File: config.mk
export PLATFORM = sky130hd
export DESIGN_NAME = load_store_unit
export DESIGN_NICKNAME = d
export VERILOG_FILES = /design/src/rtl/lsu_pkg.sv /design/src/rtl/lsu_align.sv /design/src/rtl/load_store_unit.sv
export SDC_FILE = /design/constraint.sdc
export NUM_CORES = 1
export LEC_CHECK = 0
export ABC_AREA = 1
export CORE_MARGIN = 3
export CORE_UTILIZATION = 50
export CTS_CLUSTER_SIZE = 20
export DETAILED_ROUTE_END_ITERATION = 6
export PLACE_DENSITY = 0.78
export SETUP_SLACK_MARGIN = 0.05
export SLEW_MARGIN = 10
export SYNTH_ARGS = -nofsm -noshare
export SYNTH_HDL_FRONTEND = slang
export SYNTH_SLANG_ARGS = --single-unit
File: constraint.sdc
create_clock -name clk -period 8.66 [get_ports clk]
set_input_delay 1.299 -clock clk [delete_from_list [all_inputs] [get_ports clk]]
set_output_delay 1.299 -clock clk [all_outputs]
set_load 0.02 [all_outputs]
File: src/rtl/lsu_pkg.sv
// Shared types and helpers for the load/store unit: FSM states, access
// sizes, RV32I funct3 encodings and the latched request record.
package lsu_pkg;

    typedef enum logic [2:0] {
        IDLE,
        REQ0,
        WAIT0,
        REQ1,
        WAIT1,
        RESP
    } lsu_state_e;

    typedef enum logic [1:0] {
        SIZE_B = 2'b00,
        SIZE_H = 2'b01,
        SIZE_W = 2'b10,
        SIZE_X = 2'b11
    } lsu_size_e;

    localparam logic [2:0] LB  = 3'b000;
    localparam logic [2:0] LH  = 3'b001;
    localparam logic [2:0] LW  = 3'b010;
    localparam logic [2:0] LBU = 3'b100;
    localparam logic [2:0] LHU = 3'b101;
    localparam logic [2:0] SB  = 3'b000;
    localparam logic [2:0] SH  = 3'b001;
    localparam logic [2:0] SW  = 3'b010;

    typedef struct packed {
        logic        we;
        logic [2:0]  funct3;
        logic [31:0] addr;
        logic [31:0] wdata;
    } lsu_req_t;

    // Number of bytes touched by an access; 0 for the illegal size.
    function automatic logic [2:0] size_bytes(lsu_size_e size);
        case (size)
            SIZE_B:  return 3'd1;
            SIZE_H:  return 3'd2;
            SIZE_W:  return 3'd4;
            default: return 3'd0;
        endcase
    endfunction

    // Lane mask of an access starting at lane 0.
    function automatic logic [3:0] size_mask(lsu_size_e size);
        case (size)
            SIZE_B:  return 4'b0001;
            SIZE_H:  return 4'b0011;
            SIZE_W:  return 4'b1111;
            default: return 4'b0000;
        endcase
    endfunction

    // True when the access spills over into the next word.
    function automatic logic crosses(logic [1:0] off, lsu_size_e size);
        return ({1'b0, off} + size_bytes(size)) > 3'd4;
    endfunction

endpackage

File: src/rtl/lsu_align.sv
// Lane alignment for the load/store unit: per-beat byte enables and write
// data, and the load path that right-justifies and extends merged bytes.
module lsu_align
    import lsu_pkg::*;
(
    input  logic [1:0]  off,
    input  lsu_size_e   size,
    input  logic        is_unsigned,
    input  logic        beat,
    input  logic [31:0] store_data,
    input  logic [63:0] merge,
    output logic [3:0]  be,
    output logic [31:0] wdata,
    output logic [31:0] load_data
);

    logic [7:0]  be_wide;
    logic [63:0] wdata_wide;
    logic [31:0] shifted;

    // Shift mask and data across a two-word window; the upper word is beat 1.
    always_comb begin
        // NOTE: every always_comb output gets a default first so no path can infer a latch.
        be         = '0;
        wdata      = '0;
        load_data  = '0;
        be_wide    = {4'b0000, size_mask(size)} << off;
        wdata_wide = {32'h0, store_data} << {off, 3'b000};
        shifted    = 32'(merge >> {off, 3'b000});

        be    = beat ? be_wide[7:4]     : be_wide[3:0];
        wdata = beat ? wdata_wide[63:32] : wdata_wide[31:0];

        case (size)
            SIZE_B:  load_data = is_unsigned ? {24'h0, shifted[7:0]}
                                             : {{24{shifted[7]}}, shifted[7:0]};
            SIZE_H:  load_data = is_unsigned ? {16'h0, shifted[15:0]}
                                             : {{16{shifted[15]}}, shifted[15:0]};
            default: load_data = shifted;
        endcase
    end

endmodule

File: src/rtl/load_store_unit.sv
// Memory-stage initiator: takes one load/store from the pipeline, drives a
// word-aligned req/gnt/rvalid port (two beats for word-crossing accesses),
// and returns a single extended response.
module load_store_unit
    import lsu_pkg::*;
#(
    parameter bit MISALIGN_SPLIT = 1'b1
) (
    input  logic        clk,
    input  logic        rst_n,
    input  logic        req_valid,
    output logic        req_ready,
    input  logic        req_we,
    input  logic [2:0]  req_funct3,
    input  logic [31:0] req_addr,
    input  logic [31:0] req_wdata,
    output logic        rsp_valid,
    output logic [31:0] rsp_rdata,
    output logic        rsp_err,
    output logic        busy,
    output logic        mem_req,
    input  logic        mem_gnt,
    output logic        mem_we,
    output logic [29:0] mem_addr,
    output logic [3:0]  mem_be,
    output logic [31:0] mem_wdata,
    input  logic        mem_rvalid,
    input  logic [31:0] mem_rdata
);

    lsu_state_e  state, state_next;
    lsu_req_t    req_q;
    logic [63:0] merge_q, merge_next;

    logic        accept;
    lsu_size_e   in_size;
    logic        in_err;
    lsu_size_e   q_size;
    logic        q_split;
    logic        beat;
    logic [3:0]  beat_be;
    logic [31:0] beat_wdata;
    logic [31:0] load_data;

    assign accept  = req_valid & req_ready;
    assign in_size = lsu_size_e'(req_funct3[1:0]);
    assign in_err  = (in_size == SIZE_X)
                   | (req_we & req_funct3[2])
                   | (crosses(req_addr[1:0], in_size) & ~MISALIGN_SPLIT);

    assign q_size  = lsu_size_e'(req_q.funct3[1:0]);
    assign q_split = MISALIGN_SPLIT & crosses(req_q.addr[1:0], q_size);

    assign req_ready = (state == IDLE);
    assign busy      = (state != IDLE);
    assign rsp_valid = (state == RESP);

    // The port is driven straight from state so reset drops mem_req at once;
    // outside a request phase every port field reads zero.
    assign beat      = (state == REQ1);
    assign mem_req   = (state == REQ0) | (state == REQ1);
    assign mem_we    = mem_req & req_q.we;
    assign mem_addr  = mem_req ? (req_q.addr[31:2] + {29'h0, beat}) : '0;
    assign mem_be    = mem_req ? beat_be : '0;
    assign mem_wdata = mem_req ? beat_wdata : '0;

    lsu_align u_align (
        .off         (req_q.addr[1:0]),
        .size        (q_size),
        .is_unsigned (req_q.funct3[2]),
        .beat        (beat),
        .store_data  (req_q.wdata),
        .merge       (merge_next),
        .be          (beat_be),
        .wdata       (beat_wdata),
        .load_data   (load_data)
    );

    // Next-state logic and capture of returning read beats into the merge window.
    always_comb begin
        state_next = state;
        merge_next = merge_q;
        case (state)
            IDLE:  if (accept) state_next = in_err ? RESP : REQ0;
            REQ0:  if (mem_gnt) state_next = WAIT0;
            WAIT0: if (mem_rvalid) begin
                       merge_next = {32'h0, mem_rdata};
                       state_next = q_split ? REQ1 : RESP;
                   end
            REQ1:  if (mem_gnt) state_next = WAIT1;
            WAIT1: if (mem_rvalid) begin
                       merge_next = {mem_rdata, merge_q[31:0]};
                       state_next = RESP;
                   end
            RESP:  state_next = IDLE;
            default: state_next = IDLE;
        endcase
    end

    // State, latched request, merge window and held response registers.
    always_ff @(posedge clk or negedge rst_n) begin
        if (!rst_n) begin
            state     <= IDLE;
            req_q     <= '0;
            merge_q   <= '0;
            rsp_rdata <= '0;
            rsp_err   <= 1'b0;
        end else begin
            // NOTE: sequential state uses non-blocking assignments so every register samples pre-edge values.
            state   <= state_next;
            merge_q <= merge_next;
            if (accept) begin
                req_q   <= '{we: req_we, funct3: req_funct3, addr: req_addr, wdata: req_wdata};
                merge_q <= '0;
            end
            // Response fields load only when entering RESP and hold until the next one.
            if (state_next == RESP && state != RESP) begin
                rsp_err   <= (state == IDLE);
                rsp_rdata <= (state == IDLE || req_q.we) ? 32'h0 : load_data;
            end
        end
    end

endmodule
==> metrics.txt, run 1 <==
Mean Syn Cell Area=6.48 µm²; Synth async-reset ratio=1.00; Antenna Nets Post-Route=0; WHS=between 0.4 and 0.5 ns; synth top area cells=dfrtp_1 38%, nand2_1 17%, nor2_1 8.7%; worst reg2reg path depth=13; clk root buf=clkbuf_16; top cell type's share of synthesized area=0.382; Core Box Area=20400 µm²; DRT Pass-1 Iters=7; final period utilization=0.648; CTS tree=built; Worst EP required=7.36 ns; Worst setup SP type=flip-flop; Synth top cells by count=463 x nand2_1, 244 x nor2_1, 160 x dfrtp_1, 160 x nand3_1, 155 x inv_1; DP HPWL=23.9 mm; Finish-stage setup viols=0; area delta synth->final=25.3%; vias in the first global route=roughly 11000; relative slew slack=0.232; PwrDens=just under 400 nW/µm²; count leader, synth=nand2_1; Syn. warnings=0; Hold Path Depth=2; # nets final=1876; gr usage total=0.302; clock-pin slew on the worst setup and hold paths=0.08 ns; maximum vdd drop=about 0.23 mV; reg2reg setup slack=roughly 4.4 ns; Post-Synthesis Cells=1616; die extent in y=151 µm; clock skew=about 0.013 ns; fmax=approximately 180 MHz; ant diodes=0; worst reg2reg endpoint=rsp_rdata[24]; Max Slew Vio Count=0; RSZ-0062 raised after global routing=false; Worst Hold Class=flip-flop to flip-flop; clk_lat worst skew=between 0.4 and 0.5 ns; gp weighted congestion=0.926; Post-synth EDFFs=0; final setup TNS=0 ns; worst hold endpoint=rsp_rdata[26]; Synth area leader=dfrtp_1; Critical Path AT=~4.3 ns; final hold vios=0; Worst Path Class, Setup=flip-flop to output port; largest net degree at the start of global routing=around 110; nature of the critical path endpoint=output port; Min Clock Period, post-route=between 5 and 6 ns; CTS H-Tree Depth=4; Cell Area, Synth=between 10000 and 15000 µm²; status=finished clean; clk buf depth=2; min-delay src=rsp_rdata[26]; first-pass GRT wire length=between 50 and 60 mm; DP Area=roughly 13000 µm²; CTS resizes=0; DRT Wirelength=between 30 and 40 mm; Residual DRC=0; Mapped Nets=between 1500 and 2000; Initial Util=0.513; Final Cell Area=around 13000 µm²; worst-margin pin slew=approximately 1.1 ns; DR iter-0 viols=roughly 1100; vias post-DR=11168; CTS Buf Count=17; cts hold-fix bufs=0; Leak=~6 nW; via/cell ratio=between 5 and 6; R2R Path Start=req_q[33]; CP Launch Point=state[2]; maxcap violations=0; Die W=around 150 µm; dpl cells=a little over 2000; synth unique cells=36; clk sinks=160; initial antenna violation count=1; flops & latches, synth=160; Design Power=roughly 5 mW; GRT overflow=0; Fillers=approximately 1900; fin cells=roughly 2000; io pins=around 210; die area=about 23000 µm²; ratio of cells with drive above 1 in the final layout=0.0406; PortBufs=roughly 210; Most used DFF post-synth=dfrtp_1; Site Rows=52; per-cell routed wire length=16.6 µm; postcts setup bufs=0; Seq/Total Area, Yosys=0.382; Max FO, Critical Path=31
[routing by layer]
metal  wire length (µm)  up-vias  track usage  share of wire
li1                   -     5433            -              -
met1              13800     5170        0.392           0.41
met2              16300      481        0.493           0.48
met3               2680       82       0.0641          0.079
met4               1200        2        0.123          0.035
met5                 13        -            0        0.00038
[critical path: stages (launching register included)]
cell	delay, ns
dfrtp_1	0.52
inv_4	0.25
nand2_2	0.43
nor2_1	0.29
ha_1	0.24
ha_1	0.20
nand3_1	0.17
nor2_1	0.16
nand2_1	0.12
nor3_2	0.20
nand2_1	0.12
nor2_2	0.17
nand2_1	0.11
nor2_1	0.13
nor2_1	0.06
nor2_1	0.10
clkdlybuf4s50_1	0.61
[stage by stage]
stage / utilization / worst slack [ns]
after detailed placement: 0.613 / 3.54
after CTS: 0.643 / 3.07
after floorplan: - / 4.45
final: 0.643 / 3.04
after global placement: 0.613 / 3.65
after global routing: 0.643 / 2.61
[logic make-up (layout without fill, tap and decap cells)]
kind of cell / count (synthesis) / count (layout) / share of synthesized area
buffers and inverters: 253 / 412 / 0.0997
AND/OR/NAND/NOR: 916 / 916 / 0.364
adder cells (fa/ha/maj): 9 / 9 / 0.0115
flip-flops: 160 / 160 / 0.382
XOR/XNOR: 12 / 12 / 0.0100
AO/OA/AOI/OAI: 266 / 266 / 0.132
[sequential cells by signal, indices dropped and copies added, names as in the netlist]
| register | count |
|---|---|
| rsp_rdata | 32 |
| q_size | 2 |
| state | 3 |
| rsp_err | 1 |
| req_q | 66 |
| merge_q | 56 |
[report_power, final]
group | switching (mW) | internal, mW | total [mW]
Sequential | 0.261 | 1.09 | 1.35
Clock | 0.376 | 0.388 | 0.763
Combinational | 1.96 | 0.997 | 2.96
Total | 2.60 | 2.47 | 5.07
[how the worst max path moves through the flow]
stage / end / slack [ns] / cells after the start
floorplan: mem_addr[22] / 4.45 / 17
global route: mem_addr[22] / 2.61 / 16
finish: mem_addr[22] / 3.04 / 16
detailed placement: mem_addr[22] / 3.54 / 16
CTS: mem_addr[22] / 3.07 / 16
global placement: mem_addr[22] / 3.65 / 16
[cell type report]
type / instances / area [µm²] / share of cell area
clock buffers: 17 / 425 / 0.0324
clock inverters: 15 / 169 / 0.0129
inverters: 163 / 617 / 0.0470
flip-flops and latches: 160 / 4010 / 0.305
repair buffers: 217 / 2150 / 0.163
multi-input cells: 1203 / 5430 / 0.413
well taps: 270 / 338 / 0.0257
[cells in the final DEF (no fill, tap or decap), drive strengths merged, types with 3 or more instances in the layout]
cell type | synthesis | routed
o21ai | 151 | 151
nand3 | 165 | 165
clkdlybuf4s50 | 0 | 206
o211ai | 16 | 16
xor2 | 11 | 11
clkinv | 2 | 8
nand4 | 8 | 8
buf | 47 | 11
ha | 8 | 8
nand2 | 470 | 470
dfrtp | 160 | 160
a211oi | 3 | 3
nor4 | 3 | 3
nor3 | 18 | 18
nor2 | 250 | 250
a21oi | 93 | 93
clkbuf | 43 | 17
inv | 161 | 168
Note: power is estimated with default switching activity, not from simulation.
==> inputs of run 2 (changes only) <==
==> constraint.sdc (replaced) <==
create_clock -name clk -period 5.2 [get_ports clk]
set_input_delay 0.78 -clock clk [delete_from_list [all_inputs] [get_ports clk]]
set_output_delay 0.78 -clock clk [all_outputs]
set_load 0.02 [all_outputs]
==> metrics.txt, run 2 (synthesized netlist as in run 1, its figures left out) <==
Cell Chain, Critical Path=inv_4 > nand2_2 > nor2_1 > ha_1 > ha_1 > nand3_1 > nor2_1 > nand2_1 > nor3_2 > nand2_1 > nor2_2 > nand2_1 > nor2_1 > nor2_1 > nor2_1 > clkdlybuf4s50_1; largest net degree at the start of global routing=88; io pins=209; final setup TNS=0 ns; DRT Pass-1 Iters=7; reg2reg setup slack=roughly 1.4 ns; Site Rows=52; Crit path top cell by count=nor2_1; gr busiest metal=met2; Worst EP required=4.42 ns; worst stage delay on the critical path=~0.6 ns; Max Slew Vio Count=0; vias in the first global route=about 11000; PortBufs=~210; maxcap violations=0; Critical Path AT=3.82 ns; per-cell routed wire length=roughly 17 µm; final hold vios=0; violated checks=design-rule violations; CTS tree=built; R2R Path Start=req_q[32]; # nets final=approximately 1900; clk root buf=clkbuf_16; Leak=a little over 6 nW; Design Power=~8.4 mW; postcts setup bufs=0; via/cell ratio=approximately 5.5; first-pass GRT wire length=approximately 54 mm; Core Box Area=20400 µm²; ant diodes=0; worst reg2reg endpoint=rsp_rdata[23]; most frequent cells in the layout=463 x nand2_1, 244 x nor2_1, 206 x clkdlybuf4s50_1; maximum vdd drop=between 0.3 and 0.4 mV; Max FO, Critical Path=18; routing usage on met1=0.383; CTS H-Tree Depth=4; clk_lat worst skew=0.44 ns; gr usage total=0.298; final period utilization=0.885; die extent in y=between 150 and 200 µm; registers with the most flip-flops=req_q x66, merge_q x56, rsp_rdata x32; DR iter-0 viols=roughly 1100; Antenna Nets Post-Route=0; fmax=approximately 220 MHz; clk buf depth=2; clock skew=0.0105 ns; GR Util met2=0.482; clk sinks=160; Largest register FFs=66; Finish-stage setup viols=0; GRT overflow=0; worst-margin pin slew=between 1 and 1.5 ns; relative slew slack=0.262; PwrDens=642 nW/µm²; Die W=between 150 and 200 µm; Multi-input gate area=approximately 5400 µm²; CTS Buf Count=17; nature of the critical path endpoint=output port; status=finished, violations left; Worst Path Class, Setup=flip-flop to output port; register area=around 4000 µm²; Min Clock Period, post-route=~4.6 ns; ratio of cells with drive above 1 in the final layout=0.0433; Fillers=~1900; Worst Hold Class=primary input to asynchronous set/reset pin; cts hold-fix bufs=0; CP max stage cell=clkdlybuf4s50_1; vias post-DR=approximately 11000; Residual DRC=1; met3 Usage GRT=0.0674; DP HPWL=roughly 24 mm; DRT Wirelength=approximately 34 mm; Initial Util=0.513; commonest non-fill, non-tap cell in the layout=nand2_1; CTS resizes=0; gp weighted congestion=0.966; initial antenna violation count=3; die area=22700 µm²; RSZ-0062 raised after global routing=false; Worst setup SP type=flip-flop; area delta synth->final=25.6%; largest reg by FF count=req_q; clock-pin slew on the worst setup and hold paths=around 0.070 ns; worst reg2reg path depth=13
[run 2: how the worst max path moves through the flow]
stage,from,to,cells after the start,slack [ns]
final,state[2],mem_addr[22],16,0.60
after floorplan,state[2],mem_addr[22],17,1.51
after global placement,state[2],mem_addr[22],16,1.15
after CTS,state[2],mem_addr[22],16,0.59
after global routing,state[2],mem_addr[22],16,0.18
after detailed placement,state[2],mem_addr[22],16,1.06
[run 2: stage by stage]
step           utilization  setup slack (ns)  cells  hold slack (ns)  instance area, µm²
5_1_grt              0.644             0.184   2050            0.481               13200
2_1_floorplan            -              1.51   1616            0.455               10500
3_5_place_dp         0.615              1.06   2018            0.472               12600
4_1_cts              0.644             0.592   2050            0.450               13200
6_report             0.644             0.598   2050            0.407               13200
3_3_place_gp         0.615              1.15   2018            0.470               12600
[run 2: worst max-delay path, delay by kind of cell, from the launching register on]
kind | cells | cell delay (ns)
and+or+nand+nor | 12 | 1.55
DFF | 1 | 0.53
buffers and inverters | 2 | 0.86
adders and majority gates | 2 | 0.43
[run 2: routing by layer]
layer,share of wire,vias up
met4,0.041,6
met3,0.085,95
li1,-,5448
met2,0.47,522
met1,0.40,5188
met5,0.0011,-
[run 2: power breakdown]
part           switching [mW]  leakage [nW]  internal, mW
clock network           0.611         0.281         0.644
logic                    3.25          3.78          1.68
registers               0.442          2.03          1.81
total                    4.31          6.09          4.14
[run 2: layout make-up]
class / instances / area share
multi-input cells: 1203 / 0.412
repair buffers: 222 / 0.166
clock inverters: 15 / 0.0123
flip-flops and latches: 160 / 0.305
well taps: 270 / 0.0257
clock buffers: 17 / 0.0323
inverters: 163 / 0.0469
==> inputs of run 3 (changes only) <==
--- a/config.mk
+++ b/config.mk
@@ -7,10 +7,10 @@
 export LEC_CHECK = 0
 export ABC_AREA = 1
 export CORE_MARGIN = 3
-export CORE_UTILIZATION = 50
+export CORE_UTILIZATION = 53
 export CTS_CLUSTER_SIZE = 20
 export DETAILED_ROUTE_END_ITERATION = 6
-export PLACE_DENSITY = 0.78
+export PLACE_DENSITY = 0.82
 export SETUP_SLACK_MARGIN = 0.05
 export SLEW_MARGIN = 10
 export SYNTH_ARGS = -nofsm -noshare
==> metrics.txt, run 3 (synthesized netlist as in run 1, its figures left out) <==
clk sinks=160; Largest register FFs=66; Design Power=between 8 and 9 mW; clk_lat worst skew=0.44 ns; largest net degree at the start of global routing=161; CTS H-Tree Depth=4; registers with the most flip-flops=req_q x66, merge_q x56, rsp_rdata x32; reg2reg setup slack=1.81 ns; relative slew slack=0.289; maximum vdd drop=0.339 mV; Leak=6.11 nW; DP HPWL=approximately 24 mm; io pins=around 210; maxcap violations=0; first-pass GRT wire length=54.9 mm; DRT Wirelength=about 34 mm; Worst Path Class, Setup=flip-flop to output port; Worst Hold Class=primary input to asynchronous set/reset pin; Fillers=~1700; RSZ-0062 raised after global routing=false; Finish-stage setup viols=0; clk buf depth=2; Antenna Nets Post-Route=0; DR iter-0 viols=between 1000 and 1500; vias in the first global route=10814; Worst EP required=approximately 4.4 ns; gp weighted congestion=roughly 0.90; worst-margin pin slew=roughly 1.1 ns; Site Rows=50; Min Clock Period, post-route=between 4 and 5 ns; dpl ws=1.02 ns; Die W=approximately 150 µm; clk root buf=clkbuf_16; cts hold-fix bufs=0; CTS resizes=0; CTS tree=built; Residual DRC=0; Worst setup SP type=flip-flop; via/cell ratio=about 5.5; ratio of cells with drive above 1 in the final layout=0.0438; initial antenna violation count=2; PwrDens=~650 nW/µm²; per-cell routed wire length=~17 µm; DP Area=approximately 13000 µm²; Final Cell Area=between 10000 and 15000 µm²; DRT Pass-1 Iters=6; clock-pin slew on the worst setup and hold paths=roughly 0.07 ns; most frequent cells in the layout=463 x nand2_1, 243 x nor2_1, 206 x clkdlybuf4s50_1; CTS Buf Count=17; Initial Util=0.549; Max FO, Critical Path=18; final setup TNS=0 ns; # nets final=between 1500 and 2000; final setup margin=0.525 ns; GRT overflow=0; PortBufs=between 200 and 250; Max Slew Vio Count=0; final period utilization=0.899; status=finished clean; area delta synth->final=25.9%; die extent in y=147 µm; fmax=214 MHz; largest reg by FF count=req_q; nature of the critical path endpoint=output port; Core Box Area=between 15000 and 20000 µm²; vias post-DR=~11000; clock skew=0.0136 ns; Critical Path AT=3.90 ns; postcts setup bufs=0; die area=around 21000 µm²; final hold vios=0; commonest non-fill, non-tap cell in the layout=nand2_1; gr usage total=0.315
==> run 3: path summary, 6_finish.rpt <==
check | startpoint | end | cells after the start
max in group asynchronous | rst_n | req_q[32] | 2
max | state[2] | mem_addr[22] | 16
max reg2reg | req_q[33] | rsp_rdata[18] | 12
min reg2reg | rsp_err | rsp_err | 2
min in group clk | rsp_err | rsp_err | 2
min | rst_n | merge_q[5] | 2
==> run 3: critical path, stage by stage (launching register included) <==
cell	delay (ns)
dfrtp_1	0.51
inv_4	0.26
nand2_2	0.08
nor2_1	0.15
ha_1	0.23
ha_1	0.20
nand3_1	0.18
nor2_1	0.19
nand2_1	0.12
nor3_2	0.22
nand2_1	0.13
nor2_2	0.19
nand2_1	0.11
nor2_1	0.14
nor2_1	0.05
nor2_1	0.10
clkdlybuf4s50_1	0.60
==> run 3: final cells by class <==
type | instances | area (µm²) | area share
well taps | 260 | 325 | 0.0247
flip-flops and latches | 160 | 4010 | 0.304
diodes | 1 | 2.50 | 0.000190
multi-input cells | 1203 | 5430 | 0.411
clock inverters | 15 | 191 | 0.0145
inverters | 163 | 617 | 0.0468
clock buffers | 17 | 425 | 0.0322
repair buffers | 222 | 2200 | 0.166
==> run 3: power by group <==
part | leakage, nW | switching, mW | internal (mW)
clock | 0.297 | 0.621 | 0.694
sequential | 2.03 | 0.435 | 1.81
combinational | 3.78 | 3.29 | 1.69
==> run 3: through the flow <==
| step | instances | util | hold WS [ns] |
|---|---|---|---|
| 4_1_cts | 2040 | 0.691 | 0.483 |
| 2_1_floorplan | 1616 | - | 0.455 |
| 6_report | 2041 | 0.691 | 0.445 |
| 3_5_place_dp | 2008 | 0.659 | 0.469 |
| 3_3_place_gp | 2008 | 0.659 | 0.461 |
| 5_1_grt | 2040 | 0.691 | 0.502 |
==> run 3: layer usage <==
layer	part of all wire	GRT usage	wire, µm
met2	0.46	0.509	15700
met3	0.082	0.0751	2770
met4	0.049	0.144	1650
met5	0.00038	0	13
met1	0.41	0.402	13700
